File: src/rtl/i2c_target_regfile.sv
// I2C target serving a byte-wide register file.
// Oversamples SCL/SDA on the system clock and drives SDA open-drain only.
// It never stretches SCL.
// Handshake: reg_wr is a single-cycle valid strobe with no ready; reg_addr and
// reg_wdata are valid in the cycle reg_wr is high and must be consumed then.
module i2c_target_regfile #(
    parameter int         DATAWIDTH = 8,
    parameter int         ADDRWIDTH = 6,
    parameter logic [6:0] DEV_ADDR  = 7'h50
) (
    input  logic                 clk,
    input  logic                 reset,
    input  logic                 scl,
    input  logic                 sda_in,
    output logic                 sda_oe,
    output logic                 busy,
    output logic                 reg_wr,
    output logic [ADDRWIDTH-1:0] reg_addr,
    output logic [DATAWIDTH-1:0] reg_wdata,
    output logic [3:0]           dbg_state
);

    typedef enum logic [3:0] {
        S_IDLE    = 4'd0,
        S_DEVADDR = 4'd1,
        S_DEVACK  = 4'd2,
        S_REGADDR = 4'd3,
        S_REGACK  = 4'd4,
        S_WRDATA  = 4'd5,
        S_WRACK   = 4'd6,
        S_RDDATA  = 4'd7,
        S_RDACK   = 4'd8,
        S_IGNORE  = 4'd9
    } state_t;

    // Synchronizer chains: [0],[1] are the 2-flop synchronizer, [2] is history.
    logic [2:0]           scl_sync_q, sda_sync_q;
    state_t               state_q, state_d;
    logic [3:0]           bit_cnt_q, bit_cnt_d;
    logic [DATAWIDTH-1:0] shift_q, shift_d;
    logic [DATAWIDTH-1:0] tx_q, tx_d;
    logic                 rw_q, rw_d;
    logic [ADDRWIDTH-1:0] ptr_q, ptr_d;
    logic                 sda_oe_q, sda_oe_d;
    logic                 busy_q, busy_d;
    logic                 reg_wr_q, reg_wr_d;
    logic [ADDRWIDTH-1:0] reg_addr_q, reg_addr_d;
    logic [DATAWIDTH-1:0] reg_wdata_q, reg_wdata_d;
    logic                 mem_we;
    logic [DATAWIDTH-1:0] mem_rdata;
    logic [DATAWIDTH-1:0] mem [2**ADDRWIDTH];

    logic scl_now, scl_prev, sda_now, sda_prev;
    logic scl_rise, scl_fall, start_ev, stop_ev;

    assign scl_now  = scl_sync_q[1];
    assign scl_prev = scl_sync_q[2];
    assign sda_now  = sda_sync_q[1];
    assign sda_prev = sda_sync_q[2];
    assign scl_rise = scl_now & ~scl_prev;
    assign scl_fall = ~scl_now & scl_prev;
    assign start_ev = scl_now & scl_prev & sda_prev & ~sda_now;
    assign stop_ev  = scl_now & scl_prev & ~sda_prev & sda_now;

    assign mem_rdata = mem[ptr_q];

    // Bus synchronizers; reset to the idle-high bus so no false event follows reset.
    always_ff @(posedge clk or posedge reset) begin
        if (reset) begin
            scl_sync_q <= 3'b111;
            sda_sync_q <= 3'b111;
        end else begin
            scl_sync_q <= {scl_sync_q[1:0], scl};
            sda_sync_q <= {sda_sync_q[1:0], sda_in};
        end
    end

    // Register file storage; contents intentionally survive reset.
    always_ff @(posedge clk) begin
        if (mem_we) begin
            mem[ptr_q] <= shift_q;
        end
    end

    // Protocol state and datapath registers.
    always_ff @(posedge clk or posedge reset) begin
        if (reset) begin
            state_q     <= S_IDLE;
            bit_cnt_q   <= 4'd0;
            shift_q     <= '0;
            tx_q        <= '0;
            rw_q        <= 1'b0;
            ptr_q       <= '0;
            sda_oe_q    <= 1'b0;
            busy_q      <= 1'b0;
            reg_wr_q    <= 1'b0;
            reg_addr_q  <= '0;
            reg_wdata_q <= '0;
        end else begin
            state_q     <= state_d;
            bit_cnt_q   <= bit_cnt_d;
            shift_q     <= shift_d;
            tx_q        <= tx_d;
            rw_q        <= rw_d;
            ptr_q       <= ptr_d;
            sda_oe_q    <= sda_oe_d;
            busy_q      <= busy_d;
            reg_wr_q    <= reg_wr_d;
            reg_addr_q  <= reg_addr_d;
            reg_wdata_q <= reg_wdata_d;
        end
    end

    // Next-state logic: START/STOP override bit processing; SDA only moves on SCL fall.
    always_comb begin
        state_d     = state_q;
        bit_cnt_d   = bit_cnt_q;
        shift_d     = shift_q;
        tx_d        = tx_q;
        rw_d        = rw_q;
        ptr_d       = ptr_q;
        sda_oe_d    = sda_oe_q;
        busy_d      = busy_q;
        reg_wr_d    = 1'b0;
        reg_addr_d  = reg_addr_q;
        reg_wdata_d = reg_wdata_q;
        mem_we      = 1'b0;

        if (start_ev) begin
            state_d   = S_DEVADDR;
            bit_cnt_d = 4'd0;
        end else if (stop_ev) begin
            state_d   = S_IDLE;
            bit_cnt_d = 4'd0;
            sda_oe_d  = 1'b0;
            busy_d    = 1'b0;
        end else begin
            case (state_q)
                S_DEVADDR, S_REGADDR, S_WRDATA: begin
                    if (scl_rise) begin
                        shift_d   = {shift_q[DATAWIDTH-2:0], sda_now};
                        bit_cnt_d = bit_cnt_q + 4'd1;
                    end else if (scl_fall && bit_cnt_q == 4'd8) begin
                        sda_oe_d = 1'b1;
                        if (state_q == S_DEVADDR) begin
                            if (shift_q[7:1] == DEV_ADDR) begin
                                rw_d    = shift_q[0];
                                busy_d  = 1'b1;
                                state_d = S_DEVACK;
                            end else begin
                                sda_oe_d = 1'b0;
                                busy_d   = 1'b0;
                                state_d  = S_IGNORE;
                            end
                        end else if (state_q == S_REGADDR) begin
                            ptr_d   = shift_q[ADDRWIDTH-1:0];
                            state_d = S_REGACK;
                        end else begin
                            mem_we      = 1'b1;
                            reg_wr_d    = 1'b1;
                            reg_addr_d  = ptr_q;
                            reg_wdata_d = shift_q;
                            ptr_d       = ptr_q + 1'b1;
                            state_d     = S_WRACK;
                        end
                    end else if (scl_fall) begin
                        sda_oe_d = 1'b0;
                    end
                end
                S_DEVACK: begin
                    if (scl_fall) begin
                        if (rw_q) begin
                            tx_d       = {mem_rdata[DATAWIDTH-2:0], 1'b0};
                            sda_oe_d   = ~mem_rdata[DATAWIDTH-1];
                            reg_addr_d = ptr_q;
                            bit_cnt_d  = 4'd1;
                            state_d    = S_RDDATA;
                        end else begin
                            sda_oe_d  = 1'b0;
                            bit_cnt_d = 4'd0;
                            state_d   = S_REGADDR;
                        end
                    end
                end
                S_REGACK, S_WRACK: begin
                    if (scl_fall) begin
                        sda_oe_d  = 1'b0;
                        bit_cnt_d = 4'd0;
                        state_d   = S_WRDATA;
                    end
                end
                S_RDDATA: begin
                    if (scl_fall) begin
                        if (bit_cnt_q == 4'd8) begin
                            sda_oe_d = 1'b0;
                            state_d  = S_RDACK;
                        end else begin
                            sda_oe_d  = ~tx_q[DATAWIDTH-1];
                            tx_d      = {tx_q[DATAWIDTH-2:0], 1'b0};
                            bit_cnt_d = bit_cnt_q + 4'd1;
                        end
                    end
                end
                S_RDACK: begin
                    if (scl_rise) begin
                        ptr_d = ptr_q + 1'b1;
                        if (sda_now) begin
                            state_d = S_IGNORE;
                        end
                    end else if (scl_fall) begin
                        tx_d       = {mem_rdata[DATAWIDTH-2:0], 1'b0};
                        sda_oe_d   = ~mem_rdata[DATAWIDTH-1];
                        reg_addr_d = ptr_q;
                        bit_cnt_d  = 4'd1;
                        state_d    = S_RDDATA;
                    end
                end
                default: begin
                    sda_oe_d = 1'b0;
                end
            endcase
        end
    end

    assign sda_oe    = sda_oe_q;
    assign busy      = busy_q;
    assign reg_wr    = reg_wr_q;
    assign reg_addr  = reg_addr_q;
    assign reg_wdata = reg_wdata_q;
    assign dbg_state = state_q;

endmodule

File: config.mk
export PLATFORM = sky130hd
export DESIGN_NAME = i2c_target_regfile
export DESIGN_NICKNAME = d
export VERILOG_FILES = /design/src/rtl/i2c_target_regfile.sv
export SDC_FILE = /design/constraint.sdc
export NUM_CORES = 1
export LEC_CHECK = 0
export ABC_AREA = 1
export BUFFER_PORTS_ARGS = -buffer_cell sky130_fd_sc_hd__buf_2
export CORE_MARGIN = 5
export CORE_UTILIZATION = 30
export DETAILED_ROUTE_END_ITERATION = 8
export MAX_ROUTING_LAYER = met4
export PLACE_DENSITY = 0.54
export SLEW_MARGIN = 20
export SYNTH_ARGS = -nofsm -noshare
export SYNTH_HDL_FRONTEND = slang
export SYNTH_SLANG_ARGS = --single-unit
File: constraint.sdc
create_clock -name clk -period 2.3 [get_ports clk]
set_input_delay 0.46 -clock clk [delete_from_list [all_inputs] [get_ports clk]]
set_output_delay 0.46 -clock clk [all_outputs]
set_load 0.1 [all_outputs]
==> impl_results.md <==
* Hold Slack at 357 ps
* Post-synthesis cell area at around 23000 um^2
* Clock tree from TritonCTS: built
* Antenna Violating Nets Remaining at 0
* Worst clock skew at a little over 20 ps
* Final critical-path share of the clock period at 98.3%
* Pin count of the biggest net entering global routing at 117
* Number of unique standard cell types used by synthesis at between 40 and 50
* Post-synth top flop: sky130_fd_sc_hd__edfxtp_1
* Switching power of the nets at 11900 uW
* Total chip power at ~33000 uW
* Post-layout worst setup margin at 40.2 ps
* H-tree depth at 2
* Average instance area after synthesis at 11.7 um^2
* Total of buffers placed on input and output ports at 24
* Die W at 289 um
* Fraction of power spent switching nets at 35.8%
* Wire length per cell after detailed routing at between 20 and 25 um
* Top delay family on crit path: simple AND/OR/NAND/NOR gates
* Area grow syn2layout at 23.3%
* Number of sinks driven by the clock tree at ~570
* Crit path DAT at 2770 ps
* Data required time at the worst endpoint at 2810 ps
* Final layout net count at 2202
* Antenna violations before repair at 0
* Total negative slack for setup checks at 0 ps
* Critical path class: register to register
* Standard cell with the maximum stage delay on the critical path: sky130_fd_sc_hd__dfrtp_4
* Global-route wire length before repair at roughly 100000 um
* Initial DRC count at 1312
* Crit path buffers/inverters at 3
* Async S/R FF share, synth at 9.38%
* Placeable core area at 77300 um^2
* Biggest fanout along the worst timing path at 29
* Routability congestion estimate at 0.883
* Worst setup startpoint: ptr_q[0]$_DFFE_PP0P_
* Worst hold path startpoint: scl_sync_q[0]$_DFF_PP1_
* Power Dens Cells at roughly 1200 nW/um^2
* Max capacitance violation total at 0
* Die height at around 290 um
* Crit path capture type: register
* # DRC at 0
* Internal power at 21400 uW
* Clock power share at 28.7%
* Combinational fraction of design power at 34.3%
* Final antenna diode count at 0
* Register area share after synthesis at 71.6%
* Full die area at approximately 83000 um^2
* Commonest non-fill, non-tap cells in the layout: 512 x sky130_fd_sc_hd__edfxtp_1, 399 x sky130_fd_sc_hd__nand2_1, 282 x sky130_fd_sc_hd__nor2_1
* GR Util All Layers at 15.8%
* Total vias in the final route at 16000
* Synth warnings at 0
* Worst reg2reg startpoint: ptr_q[0]$_DFFE_PP0P_
* Minimum setup slack after placement at -218 ps
* Via density at 4.88
* First-pass iteration count of the detailed router at 5
* Clock transition at the register clock pins on the worst setup and hold paths after CTS at 60 ps
* Most frequent cell on the critical path: sky130_fd_sc_hd__nand2_1
* Count of flip-flops with a built-in enable after synthesis at 512
* Final count of hold timing violations at 0
* Total number of placement rows at just over 100
* Number of instances in the synthesized netlist at 1992
* Overflow after GRT at 0
* Relative max-transition margin at 35.6%
* Maximum clock frequency at 443 MHz
* Total routed wirelength at 67300 um
* Hold WC Path Type: register to register
* Commonest non-fill, non-tap cell in the layout: sky130_fd_sc_hd__edfxtp_1
* Buffer depth of the longest clock path at 3
* Insertion delay of the later-clocked pin in the worst-skew pair at 630 ps
* Max stage delay on crit path at roughly 500 ps
* Cell area after placement at 26200 um^2
* Number of synthesized register bits at between 500 and 600
* Part of the total power dissipated in sequential elements at 37.0%
* Static leakage at ~0.011 uW
* Maximum ir drop on the vdd rail at around 610 uV
* Post-synthesis net count at 2002
* Ratio of cells with drive above 1 in the final layout at 21.3%
* Setup-violating endpoint count in the final report at 0
* Hpwl dp at 40200 um
* Cell-by-cell trace of the critical path: buf_12, buf_12, clkbuf_16, or2_2, o211ai_1, nand2_1, o21ai_1, nand2_1, nor2_1, nand3_1, nand2_1, nand2_1
* Max-slew violation count at 0
* CP startpoint kind: register
* Initial core utilization at 30.2%
* I/O pin cnt at 25
* TritonCTS buffer count at 60
* Outcome: finished clean
* CTS Root Buffer Type: sky130_fd_sc_hd__clkbuf_16
* Finished layout cell area at 28800 um^2
* Post-layout minimum cycle time at 2260 ps
* Worst Tran Pin Value at 966 ps
* Via count of the first global-routing pass at around 16000
power by group through the flow:
stage	clock network [uW]	registers (uW)	logic, uW
2_1_floorplan	0	13300	5480
3_3_place_gp	0	12500	10300
3_5_place_dp	0	12600	10300
4_1_cts	9790	12300	10400
5_1_grt	10200	12400	12300
6_report	9570	12300	11500
cell usage after synthesis, types with 18 or more instances:
cell type	count	area, um^2
sky130_fd_sc_hd__edfxtp_1	512	15400
sky130_fd_sc_hd__nand2_1	407	1530
sky130_fd_sc_hd__nor2_1	320	1200
sky130_fd_sc_hd__o21ai_0	224	1120
sky130_fd_sc_hd__inv_1	73	274
sky130_fd_sc_hd__o211ai_1	65	488
sky130_fd_sc_hd__buf_2	52	260
sky130_fd_sc_hd__or2_2	50	313
sky130_fd_sc_hd__nand3_1	49	245
sky130_fd_sc_hd__dfrtp_1	47	1180
sky130_fd_sc_hd__o21ai_1	42	210
sky130_fd_sc_hd__clkbuf_1	20	75.1
sky130_fd_sc_hd__a21oi_1	18	90.1
sky130_fd_sc_hd__o22ai_1	18	113
state kept, by name (all words and copies together), names as in the netlist:
register,count
mem,512
reg_wdata,8
shift_q,8
tx_q,7
ptr_q,6
reg_addr,6
bit_cnt_q,4
dbg_state,4
scl_sync_q,3
sda_sync_q,3
busy,1
reg_wr,1
rw_q,1
sda_oe,1
metal layers:
layer  share of wire [%]  global-route usage (%)
met5                   0                       -
met4                 2.8                    4.26
met3                 6.3                    2.27
met2                  46                    24.6
met1                  45                    21.8
metrics by stage:
step / util (%) / std cells
6_report: 37.2 / 3279
5_1_grt: 37.2 / 3279
4_1_cts: 36.5 / 3256
3_5_place_dp: 33.8 / 3143
3_3_place_gp: 33.8 / 3143
2_1_floorplan: - / 1992
kinds of logic after synthesis:
family	Yosys count	share of synthesized area, %
AND/OR/NAND/NOR	857	15.2
flip-flops	565	71.6
AO/OA/AOI/OAI	379	9.10
buffers and inverters	181	3.63
adder cells (fa/ha/maj)	6	0.322
XOR/XNOR	4	0.150
cell type report:
cell class	instances	area, um^2
fill	7497	48600
sequential	565	16700
multi-input combinational	1246	6050
timing repair buffer	231	2390
clock buffer	79	1580
tap	1040	1300
inverter	87	355
clock inverter	30	340
timing repair inverter	1	11.3
what timing repair did:
action,4_1_cts,5_1_grt
resized for setup,14,81
hold endpoints to repair,24,0
setup endpoints to repair,68,508
pin swaps,1,27
hold buffers,3,0
buffers inserted,1,16
cloned,0,7
final timing paths:
kind,end,slack [ps],depth (start not counted)
worst max-delay path,tx_q[6]$_DFFE_PP0P_,40,12
worst min-delay path,scl_sync_q[1]$_DFF_PP1_,360,0
worst max register to register,tx_q[6]$_DFFE_PP0P_,40,12
worst min register to register,scl_sync_q[1]$_DFF_PP1_,360,0
max in group asynchronous,ptr_q[0]$_DFFE_PP0P_,1210,4
min in group asynchronous,reg_wdata[0]$_DFFE_PP0P_,470,3
worst reg2reg max path, delay by kind of cell, from the launching register on:
kind | cells | cell delay, ps
AOI/OAI and AO/OA | 2 | 240
buffers and inverters | 3 | 530
DFF | 1 | 500
and+or+nand+nor | 7 | 890
Power figures use the tool's default switching activity.
